--- src/rtl/mem_req_seq_pkg.sv ---
// mem_req_seq_pkg -- shared types and constants for the memory request
// sequencer: FSM state encoding, the queued request entry layout, the idle
// levels of the memory-side strobes and the four bank base addresses.
package mem_req_seq_pkg;

  // Sequencer FSM states.
  typedef enum logic [1:0] {
    ST_IDLE    = 2'd0,
    ST_ACCESS  = 2'd1,
    ST_RECOVER = 2'd2,
    ST_WAIT_RD = 2'd3
  } state_t;

  // One queued request: {we, addr, wdata} = 25 bits.
  typedef struct packed {
    logic        we;
    logic [15:0] addr;
    logic [7:0]  wdata;
  } req_entry_t;

  localparam int ENTRY_W = $bits(req_entry_t);

  // Strobe levels whenever no access is being driven.
  localparam logic       IDLE_CE    = 1'b0;
  localparam logic       IDLE_CSB   = 1'b1;
  localparam logic       IDLE_WEB   = 1'b1;
  localparam logic       IDLE_OEB   = 1'b1;
  localparam logic [7:0] IDLE_IDATA = 8'h00;

  // Bank bases; address bits [15:14] select the bank.
  localparam logic [15:0] BANK0_BASE = 16'h0000;
  localparam logic [15:0] BANK1_BASE = 16'h4000;
  localparam logic [15:0] BANK2_BASE = 16'h8000;
  localparam logic [15:0] BANK3_BASE = 16'hC000;

endpackage : mem_req_seq_pkg

--- src/rtl/mem_req_fifo.sv ---
// mem_req_fifo -- 2-entry request queue for mem_req_seq.
// Ports:
//   clk        : rising-edge clock
//   rst        : synchronous active-high reset; flushes the queue
//   push       : write push_entry into the tail (ignored when full)
//   push_entry : request to enqueue
//   pop        : drop the head entry (ignored when empty)
//   head_entry : current head entry (meaningful only when count != 0)
//   count      : number of entries held (0..2)
// A simultaneous push and pop leaves count unchanged and preserves order.
module mem_req_fifo
  import mem_req_seq_pkg::*;
#(
  parameter int DEPTH = 2
) (
  input  logic       clk,
  input  logic       rst,
  input  logic       push,
  input  req_entry_t push_entry,
  input  logic       pop,
  output req_entry_t head_entry,
  output logic [1:0] count
);

  localparam logic [1:0] DEPTH_C = 2'(DEPTH);

  req_entry_t mem [2];
  logic       wr_ptr;
  logic       rd_ptr;
  logic       do_push;
  logic       do_pop;

  assign do_push    = push && (count != DEPTH_C);
  assign do_pop     = pop  && (count != 2'd0);
  assign head_entry = mem[rd_ptr];

  // NOTE: storage is deliberately not reset; the pointers and count decide
  // which entries are live, so flushing them is enough and the array stays
  // plain registers without a reset mux.
  always_ff @(posedge clk) begin
    if (do_push) begin
      mem[wr_ptr] <= push_entry;
    end
  end

  // NOTE: sequential state uses non-blocking assignments so every flop in the
  // design samples pre-edge values regardless of block evaluation order.
  always_ff @(posedge clk) begin
    if (rst) begin
      wr_ptr <= 1'b0;
      rd_ptr <= 1'b0;
      count  <= 2'd0;
    end else begin
      if (do_push) wr_ptr <= ~wr_ptr;
      if (do_pop)  rd_ptr <= ~rd_ptr;
      unique case ({do_push, do_pop})
        2'b10:   count <= count + 2'd1;
        2'b01:   count <= count - 2'd1;
        default: count <= count;
      endcase
    end
  end

endmodule : mem_req_fifo

--- src/rtl/mem_req_seq.sv ---
// mem_req_seq -- sequences queued read/write requests onto a simple
// strobe-based memory controller interface.
// Ports:
//   CLK, RST             : clock, synchronous active-high reset
//   REQ_VALID/REQ_READY  : request handshake (accepted when both high at edge)
//   REQ_WE, REQ_ADDR,
//   REQ_WDATA            : request payload (1 = write)
//   RSP_VALID, RSP_RDATA : one-cycle read data pulse, data held otherwise
//   ADDR, CE, CSB, WEB,
//   OEB, IDATA           : registered memory controller outputs
//   ODATA                : memory controller read data
//   BUSY                 : FSM not idle or requests still queued
// Timing: a request accepted in cycle n into an empty, idle sequencer drives
// its strobes in n+2. Writes take ACCESS + RECOVER (2 cycles); reads take
// ACCESS + RD_LAT WAIT_RD cycles, with RSP_VALID one cycle after the last.
module mem_req_seq
  import mem_req_seq_pkg::*;
#(
  parameter int RD_LAT     = 1,
  parameter int FIFO_DEPTH = 2
) (
  input  logic        CLK,
  input  logic        RST,
  input  logic        REQ_VALID,
  output logic        REQ_READY,
  input  logic        REQ_WE,
  input  logic [15:0] REQ_ADDR,
  input  logic [7:0]  REQ_WDATA,
  output logic        RSP_VALID,
  output logic [7:0]  RSP_RDATA,
  output logic [15:0] ADDR,
  output logic        CE,
  output logic        CSB,
  output logic        WEB,
  output logic        OEB,
  output logic [7:0]  IDATA,
  input  logic [7:0]  ODATA,
  output logic        BUSY
);

  localparam logic [1:0] DEPTH_C  = 2'(FIFO_DEPTH);
  localparam logic [1:0] LAT_LAST = 2'(RD_LAT - 1);

  state_t     state;
  logic [1:0] wait_cnt;
  logic       cur_we;

  req_entry_t push_entry;
  req_entry_t head_entry;
  logic [1:0] fifo_count;
  logic       push;
  logic       pop;
  logic       issue_slot;

  // Ready comes only from the registered count, so a full queue refuses a
  // request even in a cycle where the FSM pops.
  assign REQ_READY  = (fifo_count < DEPTH_C) && !RST;
  assign push       = REQ_VALID && REQ_READY;
  assign push_entry = '{we: REQ_WE, addr: REQ_ADDR, wdata: REQ_WDATA};
  assign BUSY       = (state != ST_IDLE) || (fifo_count != 2'd0);

  // Cycles in which the FSM may start a new access: idle, or the final cycle
  // of a write recovery / read wait.
  // NOTE: every variable written here gets a default first so no path leaves
  // it unassigned, which would otherwise infer a latch.
  always_comb begin
    issue_slot = 1'b0;
    pop        = 1'b0;
    unique case (state)
      ST_IDLE:    issue_slot = 1'b1;
      ST_RECOVER: issue_slot = 1'b1;
      ST_WAIT_RD: issue_slot = (wait_cnt == 2'd0);
      default:    issue_slot = 1'b0;
    endcase
    pop = issue_slot && (fifo_count != 2'd0);
  end

  mem_req_fifo #(
    .DEPTH (FIFO_DEPTH)
  ) u_fifo (
    .clk        (CLK),
    .rst        (RST),
    .push       (push),
    .push_entry (push_entry),
    .pop        (pop),
    .head_entry (head_entry),
    .count      (fifo_count)
  );

  // Sequencer FSM with all memory-side outputs registered. Strobes fall back
  // to idle levels every cycle unless a new access is launched; ADDR keeps
  // its last driven value.
  always_ff @(posedge CLK) begin
    if (RST) begin
      state     <= ST_IDLE;
      wait_cnt  <= 2'd0;
      cur_we    <= 1'b0;
      ADDR      <= 16'h0000;
      IDATA     <= IDLE_IDATA;
      CE        <= IDLE_CE;
      CSB       <= IDLE_CSB;
      WEB       <= IDLE_WEB;
      OEB       <= IDLE_OEB;
      RSP_VALID <= 1'b0;
      RSP_RDATA <= 8'h00;
    end else begin
      CE        <= IDLE_CE;
      CSB       <= IDLE_CSB;
      WEB       <= IDLE_WEB;
      OEB       <= IDLE_OEB;
      IDATA     <= IDLE_IDATA;
      RSP_VALID <= 1'b0;

      unique case (state)
        ST_ACCESS: begin
          if (cur_we) begin
            state <= ST_RECOVER;
          end else begin
            state    <= ST_WAIT_RD;
            wait_cnt <= LAT_LAST;
          end
        end
        ST_WAIT_RD: begin
          if (wait_cnt == 2'd0) begin
            // Edge ending the last wait cycle: capture read data.
            RSP_VALID <= 1'b1;
            RSP_RDATA <= ODATA;
          end else begin
            wait_cnt <= wait_cnt - 2'd1;
          end
        end
        default: ;
      endcase

      // Launch the next access straight from any issue slot, or park in IDLE.
      if (pop) begin
        state  <= ST_ACCESS;
        cur_we <= head_entry.we;
        ADDR   <= head_entry.addr;
        CE     <= 1'b1;
        CSB    <= 1'b0;
        WEB    <= ~head_entry.we;
        OEB    <= head_entry.we;
        IDATA  <= head_entry.we ? head_entry.wdata : 8'h00;
      end else if (issue_slot) begin
        state <= ST_IDLE;
      end
    end
  end

endmodule : mem_req_seq

--- config.mk ---
export PLATFORM = sky130hd
export DESIGN_NAME = mem_req_seq
export DESIGN_NICKNAME = d
export VERILOG_FILES = /design/src/rtl/mem_req_seq_pkg.sv /design/src/rtl/mem_req_fifo.sv /design/src/rtl/mem_req_seq.sv
export SDC_FILE = /design/constraint.sdc
export NUM_CORES = 1
export LEC_CHECK = 0
export ABC_AREA = 1
export ABC_CLOCK_PERIOD_IN_PS = 3600
export CAP_MARGIN = 10
export CORE_AREA = 2 2 91 93
export DETAILED_ROUTE_END_ITERATION = 16
export DIE_AREA = 0 0 93 95
export GPL_TIMING_DRIVEN = 0
export PLACE_DENSITY_LB_ADDON = 0.15
export SYNTH_ARGS = -nofsm -noshare
export SYNTH_HDL_FRONTEND = slang
export SYNTH_SLANG_ARGS = --single-unit
--- constraint.sdc ---
create_clock -name CLK -period 3.6 [get_ports CLK]
set_input_delay 0.36 -clock CLK [delete_from_list [all_inputs] [get_ports CLK]]
set_output_delay 0.36 -clock CLK [all_outputs]
set_load 0.03 [all_outputs]
==> results of run 1 <==
stage by stage:
step | setup WS [ns] | total power [mW] | instance area [um2] | std cells
final | 1.43 | 3.42 | 4620 | 514
after global routing | 1.39 | 3.63 | 4620 | 514
after CTS | 1.43 | 3.46 | 4620 | 514
after detailed placement | 1.15 | 2.70 | 4410 | 498
after global placement | 0.239 | 2.66 | 4370 | 496
after floorplan | 1.04 | 2.26 | 3500 | 317
layout make-up:
cell class,count,area (um2),area share [%]
Sequential cell,97,2440,52.8
Clock inverter,6,88.8,1.92
Clock buffer,10,128,2.76
Timing Repair Buffer,76,771,16.7
Inverter,25,93.8,2.03
Buffer,14,75.1,1.62
Multi-Input combinational cell,181,892,19.3
Tap cell,105,131,2.84
cell usage in the layout (no fill, tap or decap), types with 3 or more instances in the layout:
cell type and n:
nand2_1 82, clkdlybuf4s50_1 74, edfxtp_1 50, dfxtp_1 47
nand3_1 26, inv_1 22, nor2_1 17, nand4_1 17
a21oi_1 12, buf_2 9, o21ai_0 9, clkbuf_8 9
mux2i_1 8, nor2_2 3, inv_2 3, clkbuf_1 3
worst min-delay path by stage:
stage / startpoint / end / slack [ns] / depth (start not counted)
finish: RSP_RDATA[2] / RSP_RDATA[2] / 0.45 / 2
global route: RSP_RDATA[0] / RSP_RDATA[0] / 0.47 / 2
CTS: RSP_RDATA[0] / RSP_RDATA[0] / 0.45 / 2
detailed placement: RSP_RDATA[0] / RSP_RDATA[0] / 0.44 / 2
global placement: RSP_RDATA[4] / RSP_RDATA[4] / 0.43 / 2
floorplan: RST / u_fifo.wr_ptr / 0.43 / 1
cells by family after synthesis:
kind of cell               Yosys count  share of synthesized area (%)
and+or+nand+nor                    149                           19.1
adders and majority gates            2                          0.715
DFF                                 97                           69.8
muxes                                8                           2.29
AOI/OAI and AO/OA                   22                           3.25
buffers and inverters               39                           4.83
worst max-delay path, stage by stage:
cell and delay (ns):
clkdlybuf4s50_1 0.53, nor2_1 0.22, clkdlybuf4s50_1 0.70
per-layer routing:
metal / global-route usage (%) / vias to the layer above / wire length, um
li1: - / 1244 / -
met1: 18.4 / 1082 / 2860
met2: 27.4 / 59 / 3280
met3: 4.15 / 11 / 405
met4: 8.33 / 0 / 137
met5: 0 / - / 0
state kept, by name, indices dropped and copies added, names as in the netlist, named ones only:
register / count
u_fifo.mem: 50
ADDR: 16
IDATA: 8
RSP_RDATA: 8
state: 2
u_fifo.count: 2
wait_cnt: 2
CE: 1
CSB: 1
OEB: 1
RSP_VALID: 1
WEB: 1
cur_we: 1
u_fifo.rd_ptr: 1
u_fifo.wr_ptr: 1
where the power goes:
part	internal, mW	total (mW)	switching [mW]
logic	0.458	1.22	0.766
clock network	0.396	0.760	0.364
registers	1.36	1.44	0.0827
total	2.21	3.42	1.21
==> impl_metrics.py, run 1 <==
metrics = {
    "run_status": {
        "run_status": "completed",
    },
    "logic_synthesis": {
        "yosys_register_bits": 97,
        "syn_area_per_cell_um2": 11.0,
        "ys_warn_count": 0,
        "ys_seq_area_share_pct": 69.8,
        "synth_top_cells_by_area": "edfxtp_1 43%, dfxtp_1 27%, nand2_1 8.8%",
        "yosysMostFrequentCell": "nand2_1",
        "syn_nets": 355,
        "synthDistinctLibCells": 22,
        "yosys_most_used_dff": "edfxtp_1",
        "synth_cells": 317,
        "netlist_area_um2": 3500,
        "synth.top_cells.by_count": "82 x nand2_1, 50 x edfxtp_1, 47 x dfxtp_1",
        "synth_edf_count": 50,
        "synth_top_area_cell": "edfxtp_1",
        "synth_top_area_share_pct": 42.9,
        "async_flop_share_pct": 0,
    },
    "sta": {
        "layout_min_cycle_time_ns": 2.17,
        "fmaxAchievable_mhz": 460,
        "min_period_over_period_pct": 60.4,
        "rsz0062_at_grt": "false",
        "worstMarginPinSlew_ns": 0.711,
        "max_slew_margin_pct": 52.6,
        "hold_ws_ns": 0.448,
        "tns_ns": 0,
        "setup_viol": 0,
        "fin_worst_skew_ns": 0.00974,
        "drv_slew": 0,
        "finalHoldViolCount": 0,
    },
    "setup_path": {
        "critPathLaunchType": "input pin",
        "r2r-end": "u_fifo.mem[1][12]",
        "critPathCaptureType": "primary output",
        "startpoint": "RST",
        "worstPathMaxFanout": 6,
        "arrival_ns": 1.81,
        "critical_path_class": "input pin to primary output",
        "r2r-start": "u_fifo.count[1]",
        "reg2reg_slack_ns": 1.78,
        "critPathRequiredTime_ns": 3.24,
        "rr_worst_depth": 4,
        "worstSetupEndpoint": "REQ_READY",
    },
    "cts": {
        "cts_buffers": 9,
        "post_cts_resized": 0,
        "cts_sinks": 97,
        "htree_levels": 3,
        "hold_buffers": 0,
        "postCtsSetupRepairBufs": 0,
        "clockRootBuffer": "clkbuf_8",
        "clk_path_buf_depth": 2,
        "cts_tree": "built",
        "clk_pin_slew_worst_paths_ns": 0.09,
        "clkLatencyLatePin_ns": 0.35,
    },
    "global_route": {
        "grt_pass1_vias": 2349,
        "grt_start_max_net_pins": 17,
        "grtUsageTotal_pct": 15.9,
        "antenna_found_initial": 0,
        "grt.overflow.total": 0,
        "grt_pass1_wl_um": 10700,
    },
    "placed_design": {
        "globalplace.congestion": 0.766,
        "port_buffers": 74,
        "dp_hpwl_um": 4690,
    },
    "routing": {
        "dr.pass1.iters": 4,
        "via_per_inst": 4.66,
        "wl_um": 6690,
        "first_iter_violations": 100,
        "vias": 2396,
        "drc": 0,
        "final_antenna_net_count": 0,
        "wl_per_cell_um": 13.0,
    },
    "finish": {
        "final_util_pct": 58.3,
        "nFillCells": 683,
        "antenna_cells": 0,
        "syn2layout_area_growth_pct": 32.1,
        "drive_gt1_share_pct": 9.54,
        "layout.nets": 442,
    },
    "power_and_ir_drop": {
        "p_per_area_nw_per_um2": 741,
        "worst_ir_drop_vdd_mv": 0.317,
        "p_leak_nw": 1.81,
    },
    "die": {
        "coreArea_um2": 7930,
        "die_area_um2": 8840,
        "rows": 33,
        "start_util_pct": 44.1,
        "io_pins": 75,
        "die_x_um": 93,
        "die_h_um": 95,
    },
    "run": {
        "maxCapViolCount": 0,
    },
    "hold_path": {
        "min_path_type": "flop to flop",
    },
}
No activity file was read; power rests on OpenSTA's default activity.
==> inputs of run 2 (changes only) <==
Settings changed: ABC_CLOCK_PERIOD_IN_PS 3600 to 2200.
Clock period 3.6 ns to 2.2 ns, I/O delays scaled along.
==> results of run 2 <==
Same layout as run 1 (identical final DEF). Status: completed.
Among the figures that moved: setup slack after placement 1.15 ns -> -0.107 ns; setup slack after layout 1.43 ns -> 0.277 ns; hold slack 0.448 ns -> 0.443 ns; end point of the critical path REQ_READY -> u_fifo.mem[1][12]; register-to-register setup slack 1.78 ns -> 0.38 ns; end point of the worst hold path RSP_RDATA[2] -> u_fifo.mem[0][15]; total power 3.42 mW -> 5.60 mW; worst IR drop on VDD 0.317 mV -> 0.519 mV
